==> src/rtl/stack_unit.sv <==
// Operand stack for the stack-machine datapath: push/pop strobes from the
// controller, zero-latency top-of-stack, occupancy/full/empty status and
// sticky overflow/underflow error flags.
module stack_unit #(
    parameter int unsigned WIDTH = 8,
    parameter int unsigned DEPTH = 16,
    parameter int unsigned AW    = 4
) (
    input  logic              clk,
    input  logic              rst,
    input  logic              push,
    input  logic              pop,
    input  logic [WIDTH-1:0]  data_in,
    input  logic              clear_err,
    output logic [WIDTH-1:0]  tos,
    output logic [AW:0]       count,
    output logic              empty,
    output logic              full,
    output logic              overflow,
    output logic              underflow
);

    localparam int unsigned CW = AW + 1;

    logic [WIDTH-1:0] mem [DEPTH];

    logic [CW-1:0]    count_q, count_d;
    logic             ovf_q, ovf_d;
    logic             unf_q, unf_d;
    logic             we;
    logic [AW-1:0]    waddr;
    logic [AW-1:0]    top_idx;
    logic             is_empty;
    logic             is_full;

    assign is_empty = (count_q == CW'(0));
    assign is_full  = (count_q == CW'(DEPTH));
    assign top_idx  = AW'(count_q - CW'(1));

    // Next-state for occupancy, flags and the memory write port.
    always_comb begin
        count_d = count_q;
        ovf_d   = ovf_q;
        unf_d   = unf_q;
        we      = 1'b0;
        waddr   = AW'(count_q);
        unique case ({push, pop})
            2'b10: begin
                if (is_full) begin
                    ovf_d = 1'b1;
                end else begin
                    we      = 1'b1;
                    waddr   = AW'(count_q);
                    count_d = count_q + CW'(1);
                end
            end
            2'b01: begin
                if (is_empty) begin
                    unf_d = 1'b1;
                end else begin
                    count_d = count_q - CW'(1);
                end
            end
            2'b11: begin
                we = 1'b1;
                if (is_empty) begin
                    // Nothing to replace: behaves as a plain push, but the pop was bogus.
                    waddr   = AW'(0);
                    count_d = CW'(1);
                    unf_d   = 1'b1;
                end else begin
                    waddr = top_idx;
                end
            end
            default: ;
        endcase
        // Clear wins over a same-cycle error.
        if (clear_err) begin
            ovf_d = 1'b0;
            unf_d = 1'b0;
        end
    end

    // Occupancy and sticky error flag registers.
    always_ff @(posedge clk or negedge rst) begin
        if (!rst) begin
            count_q <= '0;
            ovf_q   <= 1'b0;
            unf_q   <= 1'b0;
        end else begin
            count_q <= count_d;
            ovf_q   <= ovf_d;
            unf_q   <= unf_d;
        end
    end

    // Storage array; deliberately not reset, count alone defines validity.
    always_ff @(posedge clk) begin
        if (we) begin
            mem[waddr] <= data_in;
        end
    end

    // Outputs: tos reads combinationally so it tracks count in the same cycle.
    assign tos       = is_empty ? '0 : mem[top_idx];
    assign count     = count_q;
    assign empty     = is_empty;
    assign full      = is_full;
    assign overflow  = ovf_q;
    assign underflow = unf_q;

endmodule

==> config.mk <==
export PLATFORM = sky130hd
export DESIGN_NAME = stack_unit
export DESIGN_NICKNAME = d
export VERILOG_FILES = /design/src/rtl/stack_unit.sv
export SDC_FILE = /design/constraint.sdc
export NUM_CORES = 1
export LEC_CHECK = 0
export CAP_MARGIN = 20
export CORE_MARGIN = 10
export CORE_UTILIZATION = 54
export DETAILED_ROUTE_END_ITERATION = 8
export HOLD_SLACK_MARGIN = 0.12
export PLACE_DENSITY = 0.73
export SYNTH_ARGS = -nofsm -noshare
export SYNTH_HDL_FRONTEND = slang
export SYNTH_SLANG_ARGS = --single-unit
export TNS_END_PERCENT = 50
==> constraint.sdc <==
create_clock -name clk -period 2.8 [get_ports clk]
set_input_delay 0.28 -clock clk [delete_from_list [all_inputs] [get_ports clk]]
set_output_delay 0.28 -clock clk [all_outputs]
set_load 0.05 [all_outputs]
==> After elaboration in Yosys (flattened, before gate mapping) <==
Memories as Yosys holds them, arrays and structs flattened.
Cells that the tools add are included.
{ "totals": {"in_bits": 13, "ramBits": 128, "word_cells": 40, "output_inout_bits": 17, "mem_count": 1, "ff_bits": 7} }
{ "mem_list": {"columns": ["memory", "words", "word_bits", "rd", "rd_ports_with_merged_regs", "wr", "line", "text"], "rows": [
  ["mem", 16, 8, 1, 0, 1, "25", "logic [WIDTH-1:0] mem [DEPTH];"]
]} }
{ "op_classes": {"n_reduce_logical": 10, "muxes": 17, "n_addsub": 2, "eq_ne": 7} }
{ "ops": {"columns": ["operator", "count"], "rows": [
  ["$mux W5", 3],
  ["$pmux W5 S3", 1],
  ["$mux W1", 9],
  ["$mux W4", 2],
  ["$mux W8", 1],
  ["$reduce_bool A2 Y1", 4],
  ["$ne A2 B2 Y1 const B", 3],
  ["$add A5 B1 Y5 const B", 1],
  ["$eq A5 B5 Y1 const B", 1],
  ["$logic_not A5 Y1", 1],
  ["$sub A5 B1 Y5 const B", 1],
  ["$eq A2 B2 Y1 const B", 2],
  ["$reduce_and A2 Y1", 2],
  ["$reduce_and A4 Y1", 1],
  ["$reduce_bool A3 Y1", 1],
  ["$eq A2 B1 Y1 const B", 1],
  ["$pmux W1 S2", 1],
  ["$reduce_or A2 Y1", 1]
]} }

==> Logic depth before layout (Yosys ltp) <==
{ "logic_depth": {"word_depth": 5, "mapped_depth": 9, "mapped_depth_nobuf": 7} }

==> Worst setup path before layout <==
OpenSTA, ideal clock, no wires.
{ "synth_timing": {"path_type": "register to output", "from": "register count_q[0], in the netlist count[0]", "to": "output port tos[1]", "required_ps": 2520, "arrival_ps": 3310, "setup_slack_ps": -790, "path_buffers": 4, "path_stages_with_launch": 10, "cell_sequence": "dfrtp_1 -> buf_6 -> clkbuf_1 -> inv_1 -> ha_1 -> clkbuf_1 -> clkbuf_1 -> mux4_2 -> mux2i_1 -> o22ai_1"} }
{ "synth_via": {"elab_chain_cells": 3, "word_cells_on_any_way": 4, "cone_classes": "1 x add/sub; 1 x mux; 1 x reduce/logical; 1 x memory"} }
{ "synth_lines": {"columns": ["item", "line", "text"], "rows": [
  ["start: declaration", "27", "logic [CW-1:0] count_q, count_d;"],
  ["start signal: assignment", "91", "count_q <= count_d;"],
  ["$sub A5 B1 Y5", null, null],
  ["$mem_v2 Z16 W8", null, null],
  ["$mux W8 (*)", "105", "assign tos = is_empty ? '0 : mem[top_idx];"],
  ["end: declaration", "15", "output logic [WIDTH-1:0] tos,"]
]} }
Every way passes the cells marked *; elsewhere a longest branch is shown, timed or not.

==> Final worst setup path <==
{ "layout_timing": {"from": "register count_q[0], in the netlist count[0]", "to": "output port tos[4]"} }
Same word-level chain as after synthesis.

==> run metrics <==
crit-path leading delay family=simple AND/OR/NAND/NOR gates; sequential cell area fraction in the yosys report=0.704; P per Cell Area=1320 nW/um^2; top-area cell type share of the netlist area=0.673; Synth Register Bits=135; type of the worst min-delay path=in2reg; Core Rows=37; routability-driven placement congestion ratio=0.866; max_slew headroom=0.438; asr flop ratio synth=0.0519; post-route clock period utilization=0.995; Critical Path Sink Type=primary output; aggregate global routing overflow=0; CP Max Fanout=14; Avg Vias per Cell=6.22; clock period minus final worst setup slack=2.79 ns; origin of the worst min-delay path=clear_err; series of cell instances along the critical path=or4_4, and2_4, buf_12, mux2i_1, o22ai_4, buf_12; via count of the first global-routing pass=3327; die width=123 microns; max-cap check violation count=0; leakage component of the power=0.00237 uW; remaining antenna violation count=0; antenna violations before repair=0; type of the worst setup path=reg2out; ports placed on the boundary=30; Die H=123 microns; combined area of all synthesized cells=5710 sq um; initial core utilization=0.553; TritonCTS clock tree=yes; outcome=finished clean; endpoint of the worst register-to-register path=mem[2][1]; number of buffers added by the clock tree synthesis step=17; worst setup slack before clock tree synthesis=0.131 ns; sequential cell area=4020 sq um; routed length per instance=24.3 microns; clock tree skew after final layout=0.00906 ns; RSZ-0062 raised after global routing=true; Final Routed Wirelength=12.7 mm; CTS clk-pin slew, worst paths=0.06 ns; Register-to-Register Path Depth=8; number of max-slew violations in the final report=0; CP startpoint kind=flip-flop; Die Area=15100 sq um; maximum number of pins on one net before global-route repair=23; DRC violation count after routing=0; Max Freq=0.359 GHz; Avg Inst Size Synth=17.8 sq um; clk buf depth=2; Clk Latency, worst-skew pair=0.52 ns; # clock sinks=135; Worst Hold Path EP=underflow; net count after synthesis=336; synth cell count leaders=edfxtp_1, mux4_2, nor2_1; Synth Flop Type=edfxtp_1; Layout fillers=631; library cell with the highest instance count after synthesis=edfxtp_1; Vias=3263; core region area=10300 sq um; Worst path slowest cell=or4_4; final standard cell area without fillers=7340 sq um; reg2reg start=count[0]; number of I/O port buffers=29; number of instances in the synthesized netlist=320; maximum VDD drop=1.06 mV; overall routing resource usage=0.183; setup slack on the worst flop-to-flop path=0.20 ns; count of buffering cells on the critical path with inverters included=2; CP most frequent cell=buf_12; stage delay of the slowest cell on the critical path=0.53 ns; Final setup violation count=0; multi-input combinational cell area=1900 sq um; number of enable-type register cells in the synthesized netlist=128; most area-hungry cell type in the Yosys netlist=edfxtp_1; synthesis warning total=0; final sum of negative setup slack=0 ns; share of post-route cells with drive strength above 1=0.396; root cell of the clock tree=clkbuf_8; net total in the final layout=392; synthesis-to-layout area growth=28.6%; drt initial violations=386; wire length of the first global-routing pass=20.3 mm; Detailed Place HPWL=8.18 mm; Ant. Diodes=0; detailed-routing iteration count for the pre-antenna-repair pass=4; arrival time at the worst endpoint=2.51 ns; number of failing hold endpoints at the final stage=0; Placement Cell Area=6560 sq um; count of distinct cell types in the synthesized netlist=46; Area contributors post-synth=edfxtp_1, mux4_2, dfrtp_1; final worst-path setup slack=0.0141 ns; Worst-Margin Slew=0.839 ns; final design utilization=0.711; number of levels the H-tree was split into=4; Min-Delay Path Depth=2; Worst EP required=2.52 ns
## per-stage QoR
stage / power, uW / cells / hold slack [ns]
finish: 9650 / 525 / 0.324
global route: 10000 / 525 / 0.318
CTS: 9450 / 525 / 0.303
global placement: 7020 / 483 / 0.487
detailed placement: 7080 / 483 / 0.505
floorplan: 5580 / 320 / -0.0156
## logic make-up (layout without fill, tap and decap cells)
kind of cell             Yosys count  in the layout  synth area share
adder cells (fa/ha/maj)            3              3           0.00658
XOR/XNOR                           1              1           0.00153
multiplexers                      48             48             0.154
flip-flops                       135            135             0.704
AND/OR/NAND/NOR                   63             63            0.0598
buffers and inverters             27             96            0.0224
AO/OA/AOI/OAI                     43             43            0.0513
## cell usage in the layout (no fill, tap or decap), types with 5 or more instances in the layout
cell | Yosys | layout
edfxtp_1 | 128 | 128
mux4_2 | 32 | 32
buf_4 | 0 | 20
clkdlybuf4s50_1 | 0 | 18
clkbuf_16 | 0 | 16
buf_12 | 0 | 13
nor2_2 | 0 | 11
mux2i_2 | 0 | 7
nor2_1 | 20 | 7
clkinvlp_4 | 0 | 5
mux2i_4 | 0 | 5
o22ai_4 | 0 | 5
inv_1 | 8 | 5
nand2_1 | 5 | 5
a21oi_1 | 5 | 5
nor2b_1 | 5 | 5
dfrtp_1 | 7 | 5
## final cells by class
type	instances	area share
Inverter	8	0.00597
Tap cell	136	0.0232
Multi-Input combinational cell	158	0.259
Sequential cell	135	0.548
Clock inverter	14	0.0172
Timing Repair Buffer	56	0.0895
Clock buffer	18	0.0569
## power breakdown
group	total (uW)	switching (uW)	internal [uW]
registers	2550	108	2440
logic	5090	2750	2340
clock network	2010	831	1180
## how the worst max path moves through the flow
| stage | start | to | slack, ns | depth (start not counted) |
|---|---|---|---|---|
| after global placement | count[1] | mem[4][2] | 0.17 | 6 |
| after floorplan | count[0] | mem[14][0] | -0.03 | 9 |
| after CTS | count[0] | tos[7] | 0.003 | 5 |
| final | count[0] | tos[4] | 0.01 | 6 |
| after detailed placement | count[1] | mem[10][3] | 0.13 | 7 |
| after global routing | count[0] | tos[4] | -0.06 | 7 |
## flip-flops by register name, indices dropped and copies added, names as in the netlist
name and count:
overflow 1, underflow 1, count 5, mem 128
## layer usage
metal,vias up,global-route usage,share of wire
li1,1434,-,-
met1,1661,0.247,0.41
met2,149,0.286,0.49
met3,19,0.0358,0.075
met4,0,0.0788,0.020
met5,-,0,0
## what timing repair did
action	in CTS	in global routing
hold buffers	1	0
resized for setup	14	17
pin swaps	2	1
endpoints found under the setup margin	8	8
gates cloned	0	0
hold endpoints to repair	7	0
buffers inserted	9	0
Power figures use the tool's default switching activity.
